<file path="src/rtl/aes_pkg.sv">
// +----------------------------------------------------------------------+
// | aes_pkg : shared AES constants, GF(2^8) xtime, datapath typedefs     |
// | rev 1.0                                                              |
// +----------------------------------------------------------------------+
`default_nettype none

package aes_pkg;

  localparam logic [7:0] AES_POLY = 8'h1b;

  typedef logic [127:0] aes_state_t;
  typedef logic [31:0]  aes_word_t;

  typedef enum logic [1:0] {
    IDLE = 2'd0,
    BUSY = 2'd1,
    DONE = 2'd2
  } mc_fsm_t;

  function automatic logic [7:0] xtime(input logic [7:0] x);
    return {x[6:0], 1'b0} ^ (x[7] ? AES_POLY : 8'h00);
  endfunction

endpackage

`default_nettype wire

</file>
<file path="src/rtl/mix_column_word.sv">
// +----------------------------------------------------------------------+
// | mix_column_word : one combinational AES MixColumns column transform  |
// | rev 1.0                                                              |
// +----------------------------------------------------------------------+
`default_nettype none

module mix_column_word
  import aes_pkg::*;
(
  input  aes_word_t col_in,
  output aes_word_t col_out
);

  logic [7:0] w_a, w_b, w_c, w_d;
  logic [7:0] w_a2, w_b2, w_c2, w_d2;

  assign w_a = col_in[31:24];
  assign w_b = col_in[23:16];
  assign w_c = col_in[15:8];
  assign w_d = col_in[7:0];

  assign w_a2 = xtime(w_a);
  assign w_b2 = xtime(w_b);
  assign w_c2 = xtime(w_c);
  assign w_d2 = xtime(w_d);

  // 3x is folded in as 2x ^ x so each byte is one xtime plus an XOR tree
  assign col_out = {w_a2 ^ w_b2 ^ w_b ^ w_c ^ w_d,
                    w_a ^ w_b2 ^ w_c2 ^ w_c ^ w_d,
                    w_a ^ w_b ^ w_c2 ^ w_d2 ^ w_d,
                    w_a2 ^ w_a ^ w_b ^ w_c ^ w_d2};

endmodule

`default_nettype wire

</file>
<file path="src/rtl/mix_columns_seq.sv">
// +----------------------------------------------------------------------+
// | mix_columns_seq : column-serial AES MixColumns with valid/ready      |
// | rev 1.0                                                              |
// +----------------------------------------------------------------------+
`default_nettype none

module mix_columns_seq
  import aes_pkg::*;
#(
  parameter int COLS_PER_CYCLE = 1
) (
  input  logic       clk,
  input  logic       rst_n,
  input  logic       in_valid,
  output logic       in_ready,
  input  aes_state_t in_state,
  input  logic       in_last,
  output logic       out_valid,
  input  logic       out_ready,
  output aes_state_t out_state
);

  localparam logic [1:0] c_step     = 2'(COLS_PER_CYCLE);
  localparam logic [1:0] c_last_cnt = 2'(4 - COLS_PER_CYCLE);

  mc_fsm_t    r_fsm;
  mc_fsm_t    w_fsm_next;
  aes_state_t r_state;
  aes_state_t w_mixed;
  logic       r_last;
  logic [1:0] r_col_cnt;
  logic       w_accept;

  logic [1:0] w_idx     [COLS_PER_CYCLE];
  aes_word_t  w_col_in  [COLS_PER_CYCLE];
  aes_word_t  w_col_out [COLS_PER_CYCLE];

  // Column c sits at bits [127-32c -: 32], i.e. base offset 32*(3-c) = {~c,5'b0}
  for (genvar g = 0; g < COLS_PER_CYCLE; g++) begin : g_lane
    assign w_idx[g]    = r_col_cnt + 2'(g);
    assign w_col_in[g] = r_state[{~w_idx[g], 5'b0} +: 32];

    mix_column_word u_mix (
      .col_in  (w_col_in[g]),
      .col_out (w_col_out[g])
    );
  end

  always_comb begin
    w_mixed = r_state;
    if (!r_last) begin
      for (int g = 0; g < COLS_PER_CYCLE; g++) begin
        w_mixed[{~w_idx[g], 5'b0} +: 32] = w_col_out[g];
      end
    end
  end

  assign w_accept = in_valid && in_ready;

  always_ff @(posedge clk or negedge rst_n) begin
    if (!rst_n) begin
      r_fsm <= IDLE;
    end else begin
      r_fsm <= w_fsm_next;
    end
  end

  always_comb begin
    w_fsm_next = r_fsm;
    unique case (r_fsm)
      IDLE:    if (in_valid) w_fsm_next = BUSY;
      BUSY:    if (r_col_cnt == c_last_cnt) w_fsm_next = DONE;
      DONE:    if (out_ready) w_fsm_next = in_valid ? BUSY : IDLE;
      default: w_fsm_next = IDLE;
    endcase
  end

  always_comb begin
    in_ready  = (r_fsm == IDLE) || ((r_fsm == DONE) && out_ready);
    out_valid = (r_fsm == DONE);
  end

  // A final-round state still walks all columns so latency stays constant
  always_ff @(posedge clk or negedge rst_n) begin
    if (!rst_n) begin
      r_state   <= '0;
      r_last    <= 1'b0;
      r_col_cnt <= 2'd0;
    end else if (w_accept) begin
      r_state   <= in_state;
      r_last    <= in_last;
      r_col_cnt <= 2'd0;
    end else if (r_fsm == BUSY) begin
      r_state   <= w_mixed;
      r_col_cnt <= r_col_cnt + c_step;
    end
  end

  assign out_state = r_state;

endmodule

`default_nettype wire

</file>
<file path="config.mk">
export PLATFORM = sky130hd
export DESIGN_NAME = mix_columns_seq
export DESIGN_NICKNAME = d
export VERILOG_FILES = /design/src/rtl/aes_pkg.sv /design/src/rtl/mix_column_word.sv /design/src/rtl/mix_columns_seq.sv
export SDC_FILE = /design/constraint.sdc
export NUM_CORES = 1
export LEC_CHECK = 0
export CORE_ASPECT_RATIO = 1.25
export CORE_MARGIN = 2
export CORE_UTILIZATION = 25
export CTS_CLUSTER_SIZE = 14
export DETAILED_ROUTE_END_ITERATION = 16
export MAX_ROUTING_LAYER = met4
export SETUP_SLACK_MARGIN = 0.15
export SYNTH_ARGS = -nofsm -noshare
export SYNTH_HDL_FRONTEND = slang
export SYNTH_SLANG_ARGS = --single-unit
</file>
<file path="constraint.sdc">
create_clock -name clk -period 4.86 [get_ports clk]
set_clock_uncertainty 0.2 [all_clocks]
set_input_delay 1.215 -clock clk [delete_from_list [all_inputs] [get_ports clk]]
set_output_delay 1.215 -clock clk [all_outputs]
set_load 0.1 [all_outputs]
</file>
Word level (Yosys, flattened, before mapping)
Cells that the tools add are included.
{ "word_totals": {"register_bits": 133, "output_inout_bits": 130, "wordCells": 59} }
{ "classes": {"n_addsub": 2, "n_eq_ne": 7, "n_shift": 3, "muxes": 15, "n_bitwise": 21, "n_reduce_logical": 7} }
{ "ops": {"columns": ["cell", "count"], "rows": [
  ["$mux 128", 3],
  ["$xor 8x8->8", 20],
  ["$bwmux 128", 1],
  ["$shift 32x9->128 const A", 1],
  ["$shiftx 128x8->32", 1],
  ["$shiftx 32x9->128", 1],
  ["$mux 5", 4],
  ["$mux 2", 5],
  ["$neg 7->9", 1],
  ["$pmux 2 s3", 1],
  ["$eq 2x2->1 const B", 2],
  ["$ne 2x1->1 const B", 2],
  ["$ne 2x2->1 const B", 2],
  ["$reduce_and 3->1", 1],
  ["$add 2x1->2 const B", 1],
  ["$eq 2x1->1 const B", 1],
  ["$logic_and 1x1->1", 2],
  ["$logic_not 2->1", 1],
  ["$not 2->2", 1],
  ["$reduce_and 2->1", 1],
  ["$reduce_bool 2->1", 1],
  ["$logic_or 1x1->1", 1],
  ["$mux 1", 1]
]} }

Depth between registers and ports, before layout
{ "logic_depth": {"ltp_word": 13, "ltp_mapped": 9, "ltp_nobuf": 6} }

Hierarchy
Synthesis repeated with hierarchy kept, for this count alone.
{ "hier_totals": {"cells_unflattened": 933, "hier_area_um2": 10134.7} }
{ "by_module_without_submodules": {"columns": ["module", "n_inst", "cells_per_inst", "area_per_inst_um2", "seq_area_each_um2"], "rows": [
  ["mix_columns_seq", 1, 851, 8772.2, 3328.2],
  ["mix_column_word", 1, 82, 1362.6, 0.0]
]} }

Worst setup path after synthesis
No wires, ideal clock.
{ "synth_path": {"path_kind": "input-to-output", "startpoint": "input out_ready", "endpoint": "output in_ready", "arrival_time_ns": 2.183, "required_ns": 3.445, "setup_slack_ns": 1.262, "path_stages": 2, "cell_sequence": "nand2b_1 -> and2_1"} }
{ "synth_between": {"elab_chain_cells": 2} }
{ "synth_rtl": {"columns": ["item", "line_no", "source"], "rows": [
  ["start, declared", "mix_columns_seq.sv:19", "input logic out_ready,"],
  ["$logic_and 1x1->1", "mix_columns_seq.sv:79", "in_ready = (r_fsm == IDLE) || ((r_fsm == DONE) && out_ready);"],
  ["$logic_or 1x1->1", "mix_columns_seq.sv:79", null],
  ["end, declared", "mix_columns_seq.sv:15", "output logic in_ready,"]
]} }
Every way passes these cells.

Worst setup path after layout
Ends and elaborated chain as after synthesis.

==> impl_metrics.yaml <==
status:
  status: "finished clean"
sta:
  finalSetupTns_ns: 0
  fin_crit_sh: 0.826
  rsz0062_at_grt: "no"
  slew_violations: 0
  finalHoldViolations: 0
  setup_ws_ns: 0.845
  worstMarginPinSlew_ns: 1.06
  relSlewSlack: 0.294
  setup-violations-final: 0
  fin_crit_ns: 4.02
  fmax_mhz: 249
finish:
  fin_cells: 1233
  drive_above_1_share: 0.111
  layout.nets: 963
  area_growth_pct: 49.4
  antennaDiodeCount: 0
hold_path:
  hold_class: "reg -> reg"
placed_design:
  place_inst: 1203
  dp_hpwl_um: 21600
  pre_cts_slack_ns: 0.814
  place.gp.congestion: 0.831
  port_buffers: 262
die:
  die_area_um2: 31200
  top_level_ports: 263
  core_area_um2: 29300
  initial_utilization: 0.255
  fp.dieW_um: 158
  rows: 70
  die_y_um: 197
routing:
  route.detailed.drc: 0
  routedWlPerCell_um: 23.8
  routed_wl_um: 29300
  wl_met3_um: 1780
  via_per_inst: 5.16
  drt_iter0_drc: 348
  met2_length_um: 14900
  num_vias: 6362
  highest_layer: "met4"
  ant_nets: 0
  drtPass1Iterations: 8
  wl_met1_um: 11500
worst_setup_path:
  critical_path.startpoint_type: "primary input"
  path_cells: "clkdlybuf4s50_1, nand2b_1, and2_1, buf_12"
  path_class: "in -> out"
  cp.arrival_ns: 2.60
  crit_path_end_kind: "output port"
  worst-path-buf-inv: 2
  cp_top_family: "simple AND/OR/NAND/NOR gates"
  slowest_stage: "clkdlybuf4s50_1"
  max_stage_delay_ns: 0.48
  required_ns: 3.44
  critical_path.max_fanout: 8
  setup.reg_to_reg.worst_slack_ns: 1.45
logic_synthesis:
  syn_inst: 575
  ys_async_sr_fraction: 1.00
  synth_compound_area_frac: 0.222
  synth_top_area_cell: "dfrtp_1"
  synth-xor-area-share: 0.176
  synthAdderAreaFrac: 0.00672
  synth_top_family_by_area: "compound AO/OA/AOI/OAI gates"
  synth_flop_cell: "dfrtp_1"
  yosysSeqAreaShare: 0.447
  synth.area.mux_share: 0.0993
  yosys_register_bits: 133
  synth_top_area_frac: 0.447
  synth_area_leaders: "dfrtp_1 (45%), a22oi_1 (13%), xnor3_1 (12%)"
  yosysWarnings: 0
  synthDistinctLibCells: 38
  avgSynthCellArea_um2: 12.9
  synth_edf_count: 0
  synth_area_um2: 7450
  synth-simple-area-share: 0.0171
  syn_nets: 712
clocking:
  cts_root_buf: "clkbuf_16"
  cts_buffers: 17
  cts_resized: 0
  cts_hold_buf: 0
  cts_tree: "done"
  ctsHtreeMaxLevel: 4
  clk_path_buf_depth: 2
  clk_pin_slew_ns: 0.05
  post_cts_buffers: 0
  cts_sinks: 133
  clk_latency_ns: 0.43
global_route:
  grt_pass1_vias: 6852
  grt_max_degree: 70
  antenna_found_initial: 0
  overflow: 0
  gr-usage-all-layers: 0.195
  grt_pass1_wl_um: 43000
flow_run:
  cap_violations: 0
## registers in the layout (all words and copies together) (netlist names)
register and cells:
r_col_cnt 2, r_last 1, out_state 128, r_fsm 2
## logic make-up (layout without fill, tap and decap cells)
kind of cell | after synthesis | in the layout
and+or+nand+nor | 19 | 19
buffers and inverters | 51 | 313
muxes | 33 | 33
adders and majority gates | 4 | 4
AOI/OAI and AO/OA | 264 | 264
DFF | 133 | 133
xor gates and xnor gates | 71 | 71
## routing by layer
| layer | GRT usage | up-vias |
|---|---|---|
| met4 | 0.0938 | 0 |
| met2 | 0.320 | 305 |
| li1 | - | 2777 |
| met3 | 0.0336 | 54 |
| met1 | 0.232 | 3226 |
| met5 | - | - |
## cell type report
| type | count | area [um^2] |
|---|---|---|
| clock buffers | 21 | 470 |
| clock inverters | 9 | 80.1 |
| fillers | 2887 | 18100 |
| inverters | 4 | 15.0 |
| multi-input cells | 391 | 3960 |
| flip-flops and latches | 133 | 3330 |
| well taps | 396 | 495 |
| repair buffers | 279 | 2770 |
## through the flow
stage,hold WS [ns],area [um^2],util
floorplan,0.313,7450,-
global placement,0.307,10600,0.361
detailed placement,0.319,10600,0.361
CTS,0.333,11100,0.380
global route,0.357,11100,0.380
finish,0.322,11100,0.380
## worst reg2reg max path, stage by stage (launching register included)
cell and delay (ns):
dfrtp_2 0.93, buf_4 0.37, mux4_2 0.62, xor2_1 0.42, xnor3_1 0.58, o21ai_0 0.20
## synth_stat cells (all sizes together) (2+ instances only)
| library cell | count |
|---|---|
| dfrtp | 133 |
| o21ai | 129 |
| a22oi | 128 |
| clkbuf | 40 |
| xnor3 | 40 |
| mux4 | 32 |
| xnor2 | 14 |
| xor2 | 13 |
| buf | 7 |
| ha | 4 |
| inv | 4 |
| xor3 | 4 |
| a31oi | 3 |
| nor2 | 3 |
| nor2b | 3 |
| nor4bb | 3 |
| or3 | 2 |
## path summary, 6_finish.rpt
| path | depth (start not counted) | startpoint | end |
|---|---|---|---|
| worst max-delay path | 4 | out_ready | in_ready |
| worst min-delay path | 2 | out_state[57] | out_state[57] |
| worst max register to register | 5 | r_col_cnt[0] | out_state[121] |
| worst min register to register | 2 | out_state[57] | out_state[57] |
| max in group asynchronous | 2 | rst_n | out_state[79] |
| min in group asynchronous | 1 | rst_n | out_state[93] |
## layout by cell type, fill, tap and decap left out, types with 2 or more instances in the layout
cell type / Yosys / routed
xnor3_1: 40 / 40
xnor2_1: 8 / 8
mux4_1: 2 / 2
a22oi_1: 128 / 128
clkinvlp_4: 0 / 4
o21ai_1: 47 / 47
xor2_1: 13 / 13
buf_4: 1 / 16
xnor2_2: 3 / 3
buf_12: 1 / 2
nor2b_1: 3 / 3
nor2_1: 3 / 3
inv_1: 4 / 4
nor4bb_1: 3 / 3
mux4_2: 30 / 30
o21ai_0: 82 / 82
ha_1: 4 / 4
clkbuf_16: 0 / 17
clkdlybuf4s50_1: 0 / 260
dfrtp_2: 0 / 2
xor3_1: 4 / 4
clkbuf_8: 0 / 3
clkinv_2: 0 / 4
or3_1: 2 / 2
dfrtp_1: 133 / 131
xnor2_4: 3 / 3
a31oi_4: 0 / 3
Power is left out: the tool's default activity adds up to more than one toggle a clock period on the data nets, which glitch-free logic cannot reach.
